<file path="src/rtl/lcd_arb_pkg.sv">
// Shared types and constants for the LCD message arbiter.
// Holds the arbiter state encoding, the LCD row width and the idle banner text.
package lcd_arb_pkg;

    typedef enum logic [0:0] {
        IDLE = 1'b0,
        SHOW = 1'b1
    } state_e;

    localparam int ROW_W     = 160;
    localparam int ROW_CHARS = 20;

    // Builds a full row of ASCII spaces, one byte per character position.
    function automatic logic [ROW_W-1:0] space_fill();
        logic [ROW_W-1:0] row;
        row = {ROW_W{1'b0}};
        for (int i = 0; i < ROW_CHARS; i++) begin
            row[i*8 +: 8] = 8'h20;
        end
        return row;
    endfunction

    localparam logic [ROW_W-1:0] SPACE_ROW = space_fill();

endpackage

</file>
<file path="src/rtl/lcd_rr_pick.sv">
// Rotating-priority picker: urgent requesters win over plain ones, and ties
// are broken in rotated order starting just after the last-granted pointer.
module lcd_rr_pick #(
    parameter int N_REQ = 4,
    parameter int IW    = $clog2(N_REQ)
) (
    input  logic [N_REQ-1:0] req_i,
    input  logic [N_REQ-1:0] urgent_i,
    input  logic [IW-1:0]    ptr_i,
    output logic             valid_o,
    output logic [N_REQ-1:0] pick_o,
    output logic [IW-1:0]    idx_o
);

    logic [N_REQ-1:0] cand_s;

    // Narrow the candidate set to urgent requesters whenever any exist.
    assign cand_s = (|(req_i & urgent_i)) ? (req_i & urgent_i) : req_i;

    // Scan candidates from ptr+1 around to ptr and keep the first hit.
    always_comb begin
        logic [IW-1:0] j;
        valid_o = 1'b0;
        pick_o  = {N_REQ{1'b0}};
        idx_o   = {IW{1'b0}};
        j       = {IW{1'b0}};
        for (int k = 1; k <= N_REQ; k++) begin
            j = IW'((int'(ptr_i) + k) % N_REQ);
            if (!valid_o && cand_s[j]) begin
                valid_o   = 1'b1;
                idx_o     = j;
                pick_o[j] = 1'b1;
            end else begin
                valid_o = valid_o;
            end
        end
    end

endmodule

</file>
<file path="src/rtl/lcd_msg_arbiter.sv">
// Time-shares a 2x20 character LCD between N_REQ requesters with a minimum
// and maximum display time, urgent preemption and an idle banner.
module lcd_msg_arbiter
    import lcd_arb_pkg::*;
#(
    parameter int                N_REQ       = 4,
    parameter int                ROW_W       = lcd_arb_pkg::ROW_W,
    parameter int                HOLD_CYCLES = 50_000_000,
    parameter int                MIN_CYCLES  = 5_000_000,
    parameter logic [ROW_W-1:0]  DEF_ROW1    = ROW_W'(lcd_arb_pkg::SPACE_ROW),
    parameter logic [ROW_W-1:0]  DEF_ROW2    = ROW_W'(lcd_arb_pkg::SPACE_ROW)
) (
    input  logic                   CLK,
    input  logic                   _RST,
    input  logic [N_REQ-1:0]       req,
    input  logic [N_REQ-1:0]       urgent,
    input  logic [N_REQ*ROW_W-1:0] req_row1,
    input  logic [N_REQ*ROW_W-1:0] req_row2,
    output logic [N_REQ-1:0]       grant,
    output logic [N_REQ-1:0]       done,
    output logic                   busy,
    output logic [ROW_W-1:0]       row_1,
    output logic [ROW_W-1:0]       row_2
);

    localparam int IW = $clog2(N_REQ);
    localparam int CW = $clog2(HOLD_CYCLES);
    localparam logic [CW-1:0] CNT_LAST = CW'(HOLD_CYCLES - 1);
    localparam logic [CW-1:0] CNT_MIN  = CW'(MIN_CYCLES - 1);

    if (MIN_CYCLES > HOLD_CYCLES) begin : g_cfg_check
        $error("lcd_msg_arbiter: MIN_CYCLES must not exceed HOLD_CYCLES");
    end

    state_e           state_q;
    logic [N_REQ-1:0] grant_q;
    logic [N_REQ-1:0] done_q;
    logic [IW-1:0]    gidx_q;
    logic [IW-1:0]    ptr_q;
    logic [CW-1:0]    cnt_q;
    logic             busy_q;
    logic [ROW_W-1:0] row1_q;
    logic [ROW_W-1:0] row2_q;

    logic [ROW_W-1:0] row1_arr_s [N_REQ];
    logic [ROW_W-1:0] row2_arr_s [N_REQ];
    logic             pick_valid_s;
    logic [N_REQ-1:0] pick_oh_s;
    logic [IW-1:0]    pick_idx_s;
    logic [IW-1:0]    pick_ptr_s;
    logic             min_ok_s;
    logic             others_urgent_s;
    logic             release_s;

    for (genvar i = 0; i < N_REQ; i++) begin : g_rows
        assign row1_arr_s[i] = req_row1[i*ROW_W +: ROW_W];
        assign row2_arr_s[i] = req_row2[i*ROW_W +: ROW_W];
    end

    // While showing, rank from the granted index so a handover places g last.
    assign pick_ptr_s = (state_q == SHOW) ? gidx_q : ptr_q;

    lcd_rr_pick #(
        .N_REQ (N_REQ),
        .IW    (IW)
    ) u_pick (
        .req_i    (req),
        .urgent_i (urgent),
        .ptr_i    (pick_ptr_s),
        .valid_o  (pick_valid_s),
        .pick_o   (pick_oh_s),
        .idx_o    (pick_idx_s)
    );

    assign min_ok_s        = (cnt_q >= CNT_MIN);
    assign others_urgent_s = |(req & urgent & ~grant_q);
    assign release_s       = (cnt_q == CNT_LAST)
                           || (min_ok_s && !req[gidx_q])
                           || (min_ok_s && !urgent[gidx_q] && others_urgent_s);

    // Arbiter FSM: grant, hold, release and back-to-back handover.
    always_ff @(posedge CLK or negedge _RST) begin
        if (!_RST) begin
            state_q <= IDLE;
            grant_q <= {N_REQ{1'b0}};
            done_q  <= {N_REQ{1'b0}};
            gidx_q  <= {IW{1'b0}};
            ptr_q   <= IW'(N_REQ - 1);
            cnt_q   <= {CW{1'b0}};
            busy_q  <= 1'b0;
            row1_q  <= DEF_ROW1;
            row2_q  <= DEF_ROW2;
        end else begin
            done_q <= {N_REQ{1'b0}};
            case (state_q)
                IDLE: begin
                    if (pick_valid_s) begin
                        state_q <= SHOW;
                        grant_q <= pick_oh_s;
                        gidx_q  <= pick_idx_s;
                        cnt_q   <= {CW{1'b0}};
                        busy_q  <= 1'b1;
                        row1_q  <= row1_arr_s[pick_idx_s];
                        row2_q  <= row2_arr_s[pick_idx_s];
                    end else begin
                        busy_q  <= 1'b0;
                    end
                end
                SHOW: begin
                    if (release_s) begin
                        done_q <= grant_q;
                        ptr_q  <= gidx_q;
                        cnt_q  <= {CW{1'b0}};
                        if (pick_valid_s) begin
                            grant_q <= pick_oh_s;
                            gidx_q  <= pick_idx_s;
                            row1_q  <= row1_arr_s[pick_idx_s];
                            row2_q  <= row2_arr_s[pick_idx_s];
                        end else begin
                            state_q <= IDLE;
                            grant_q <= {N_REQ{1'b0}};
                            busy_q  <= 1'b0;
                            row1_q  <= DEF_ROW1;
                            row2_q  <= DEF_ROW2;
                        end
                    end else begin
                        // Saturating count; the limit itself always releases.
                        cnt_q <= (cnt_q < CNT_LAST) ? cnt_q + 1'b1 : cnt_q;
                    end
                end
                default: begin
                    state_q <= IDLE;
                    grant_q <= {N_REQ{1'b0}};
                    busy_q  <= 1'b0;
                    row1_q  <= DEF_ROW1;
                    row2_q  <= DEF_ROW2;
                end
            endcase
        end
    end

    assign grant = grant_q;
    assign done  = done_q;
    assign busy  = busy_q;
    assign row_1 = row1_q;
    assign row_2 = row2_q;

endmodule

</file>
<file path="config.mk">
export PLATFORM = sky130hd
export DESIGN_NAME = lcd_msg_arbiter
export DESIGN_NICKNAME = d
export VERILOG_FILES = /design/src/rtl/lcd_arb_pkg.sv /design/src/rtl/lcd_rr_pick.sv /design/src/rtl/lcd_msg_arbiter.sv
export SDC_FILE = /design/constraint.sdc
export NUM_CORES = 1
export LEC_CHECK = 0
export CORE_AREA = 2 2 624 626
export CTS_CLUSTER_SIZE = 10
export DETAILED_ROUTE_END_ITERATION = 10
export DIE_AREA = 0 0 626 628
export HOLD_SLACK_MARGIN = 0.12
export PLACE_DENSITY_LB_ADDON = 0.25
export RECOVER_POWER = 25
export REMOVE_ABC_BUFFERS = 1
export SYNTH_ARGS = -nofsm -noshare
export SYNTH_HDL_FRONTEND = slang
export SYNTH_SLANG_ARGS = --single-unit
</file>
<file path="constraint.sdc">
create_clock -name CLK -period 5.2 [get_ports CLK]
set_clock_uncertainty 0.1 [all_clocks]
set_input_delay 1.04 -clock CLK [delete_from_list [all_inputs] [get_ports CLK]]
set_output_delay 1.04 -clock CLK [all_outputs]
set_load 0.02 [all_outputs]
</file>
==> metrics.yaml <==
outcome: "complete, but fails checks"
violations: "max-capacitance violations, max-slew violations"
antenna_found_initial: 107
final-hold-violation-count: 0
port_buffers: 1618
setup_tns_ns: 0
hold_path.class: "flop to flop"
dpl_cell_area_um2: 52340
cts_htree_levels: 2
grt_pass1_wl_mm: 399.5
yosys.area_share.adder_pct: 0.3891
synth_simple_gate_area_share_pct: 6.386
numClockSinks: 360
finalCritPeriodShare_pct: 89.53
fp.coreArea_um2: 387100
async_reset_ff_share_pct: 100.0
postRouteWirelength_mm: 313.3
ios: 1619
worstPathArrival_ns: 5.21
synth_top_area_cell: "dfrtp_1"
synthCells: 3498
grt_pass1_vias: 37440
n_fill_cell: 44100
syn2layout_area_growth_pct: 88.15
drt_iter0_drc: 2195
maxCapViolCount: 3
synth_mux_area_share_pct: 11.87
clockBufferDepth: 3
seqPwrFrac_pct: 19.8
synth_flop_cell: "dfrtp_1"
die_w_um: 626
drc: 0
cp_slowest_cell: "a211oi_1"
switching_share_pct: 49.13
p_per_area_nw_per_um2: 376.1
power_leakage_nw: 21.40
ys_warn_count: 0
start_util_pct: 7.476
syn_area_um2: 28940
p_clk_share_pct: 21.5
busiest_layer: "met2"
vias: 35680
worst_slack_ns: 0.5444
crit_chain: "clkdlybuf4s50_1 > nand2_1 > a31o_1 > mux4_2 > a211o_4 > buf_12 > a211oi_1 > o211ai_1 > o211ai_1"
setup_viol: 0
final_nets: 6319
path_max_fanout: 97
drive_gt1_share_pct: 8.782
max-slew-margin-rel_pct: -42.98
min_period_ns: 4.656
slowest_delay_ns: 1.15
grt_overflow: 0
power.total_mw: 20.48
synth-xor-area-share_pct: 0.6053
utilization_pct: 14.07
stdcell_count: 10310
synth_compound_area_share_pct: 34.73
dp_slack_ns: -0.2570
use_met2_pct: 26.63
dp_hpwl_mm: 266.9
grt_max_degree: 121
grt_setup_unrepaired: "false"
use_met3_pct: 6.108
finalInstanceArea_um2: 54450
ys_seq_elements: 360
wl_per_cell_um: 30.39
cts.root.buffer_cell: "clkbuf_16"
synth_top_family_by_area: "compound AO/OA/AOI/OAI gates"
synth_cell_types: 64
die_h_um: 628
drtAntennaViolNets: 0
grtUsageMet1_pct: 17.69
fmax_mhz: 214.8
switchingPower_mw: 10.06
drt_pass1_iterations: 7
worst-path-buf-inv: 2
place_congestion: 0.9265
slew_viol_final: 141
intPower_mw: 10.42
synth_top_cell_area_share_pct: 27.50
crit_family: "compound AO/OA/AOI/OAI gates"
avgViaCountPerCell: 3.461
critPathLaunchType: "primary input"
dieArea_um2: 393100
synth_area_leaders: "dfrtp_1 27%, a211oi_1 16%, o211ai_1 15%"
path_clk_slew_ns: 0.06
cts_buffers: 59
vdd_ir_drop_max_uv: 289.9
synth_area_per_cell_um2: 8.273
grtUsageTotal_pct: 15.37
path_class: "primary input to flop"
synth_edf_count: 0
ys_seq_area_share_pct: 31.31
cp.required_ns: 5.75
worstMarginPinSlew_ns: 2.145
clock_latency_ns: 0.77
whs_ns: 0.3976
dp_cells: 10160
cts_tree: "built"
pwr-share-comb_pct: 58.7
cp_common_cell: "o211ai_1"
cp-end-kind: "flop"
num_rows: 229
-- layout by cell type, fill, tap and decap left out, types with 4 or more instances in the layout --
| cell type | synthesis | final |
|---|---|---|
| a21oi_1 | 10 | 9 |
| nand2_1 | 312 | 312 |
| a21boi_0 | 5 | 5 |
| a211oi_1 | 619 | 619 |
| buf_4 | 18 | 181 |
| a211oi_2 | 22 | 22 |
| nor4_1 | 14 | 14 |
| o211ai_1 | 563 | 563 |
| clkbuf_16 | 0 | 59 |
| clkinv_2 | 0 | 14 |
| xnor2_1 | 20 | 20 |
| buf_12 | 0 | 58 |
| dfrtp_1 | 318 | 318 |
| a2111oi_0 | 38 | 38 |
| nor3_1 | 7 | 7 |
| dfstp_2 | 42 | 42 |
| inv_1 | 608 | 608 |
| and3_1 | 6 | 6 |
| clkbuf_8 | 0 | 12 |
| clkinvlp_4 | 0 | 9 |
| mux4_2 | 7 | 7 |
| ha_1 | 9 | 9 |
| bufinv_16 | 0 | 6 |
| and2_1 | 9 | 8 |
| nand3_1 | 14 | 14 |
| diode_2 | 0 | 43 |
| o21ai_0 | 17 | 16 |
| a31oi_1 | 4 | 4 |
| clkdlybuf4s50_1 | 0 | 1612 |
| nor2_1 | 70 | 70 |
| or3_1 | 4 | 4 |
| a2bb2oi_1 | 4 | 4 |
| a221oi_1 | 5 | 5 |
| nand4_1 | 5 | 5 |
| mux2i_1 | 323 | 322 |
-- cell usage after synthesis (5+ instances only) --
master and instances:
a211oi_1 619, inv_1 608, o211ai_1 563, mux2i_1 323, dfrtp_1 318, nand2_1 312, clkbuf_1 213, buf_2 126
nor2_1 70, dfstp_2 42, a2111oi_0 38, buf_6 31, a211oi_2 22, xnor2_1 20, buf_4 18, o21ai_0 17
nand3_1 14, nor4_1 14, a21oi_1 10, and2_1 9, ha_1 9, mux4_2 7, nor3_1 7, and3_1 6
buf_1 6, a21boi_0 5, a221oi_1 5, nand4_1 5
-- power by group through the flow --
stage               clock [mW]  combinational, mW  sequential, mW
floorplan                    0               5.93            4.63
global placement             0               12.3            4.09
detailed placement           0               12.4            4.10
CTS                       4.63               12.4            4.08
global route              4.69               12.8            4.14
finish                    4.41               12.0            4.05
-- cell type report --
type / instances / area [um^2] / share of cell area, %
clock inverters: 35 / 399.1 / 0.7330
inverters: 610 / 2297 / 4.219
multi-input cells: 2132 / 15740 / 28.91
repair buffers: 1857 / 18690 / 34.33
flip-flops and latches: 360 / 9061 / 16.64
diodes: 43 / 107.6 / 0.1976
well taps: 5197 / 6502 / 11.94
clock buffers: 73 / 1649 / 3.028
-- logic make-up (layout without fill, tap and decap cells) --
kind of cell / Yosys count / in the layout
other: 0 / 43
AND/OR/NAND/NOR: 450 / 450
buffers and inverters: 1006 / 2575
XOR/XNOR: 20 / 20
flip-flops: 360 / 360
AO/OA/AOI/OAI: 1320 / 1320
multiplexers: 333 / 333
adder cells (fa/ha/maj): 9 / 9
-- timing repair --
action	CTS	global route
setup buffers	0	0
hold endpoints to repair	7	0
hold buffers	1	0
resized for setup	0	0
setup endpoints to repair	0	0
-- sequential cells by signal, summed over array words and instances, names as in the netlist --
| register | cells |
|---|---|
| cnt_q | 26 |
| grant | 4 |
| row_2 | 160 |
| done | 4 |
| row_1 | 160 |
| busy | 1 |
| state_q | 1 |
| ptr_q | 2 |
| gidx_q | 2 |
-- path summary, 6_finish.rpt --
path	start	endpoint	slack [ns]	cells past startpoint
max in group asynchronous	_RST	row_2[51]$_DFFE_PN0P_	0.91	3
setup / recovery	req[2]	row_2[40]$_DFFE_PN0P_	0.54	9
hold reg to reg	row_2[87]$_DFFE_PN0P_	row_2[87]$_DFFE_PN0P_	0.40	2
setup reg to reg	state_q$_DFF_PN0_	row_2[40]$_DFFE_PN0P_	0.61	8
hold / removal	row_2[87]$_DFFE_PN0P_	row_2[87]$_DFFE_PN0P_	0.40	2
min in group asynchronous	_RST	grant[0]$_DFFE_PN0P_	1.33	2
-- routing by layer --
metal	vias to the layer above	wire (um)
li1	15880	-
met1	18020	123500
met2	1454	152200
met3	301	29860
met4	28	7585
met5	-	177
-- worst reg2reg max path, cell delays in order, from the launching register on --
cell and delay (ns):
dfrtp_1 0.58, mux2i_4 0.50, ha_1 0.40, mux4_2 0.61, a211o_4 0.47, buf_12 0.25
a211oi_1 1.29, o211ai_1 0.16, o211ai_1 0.14
No activity file was read; power rests on OpenSTA's default activity.
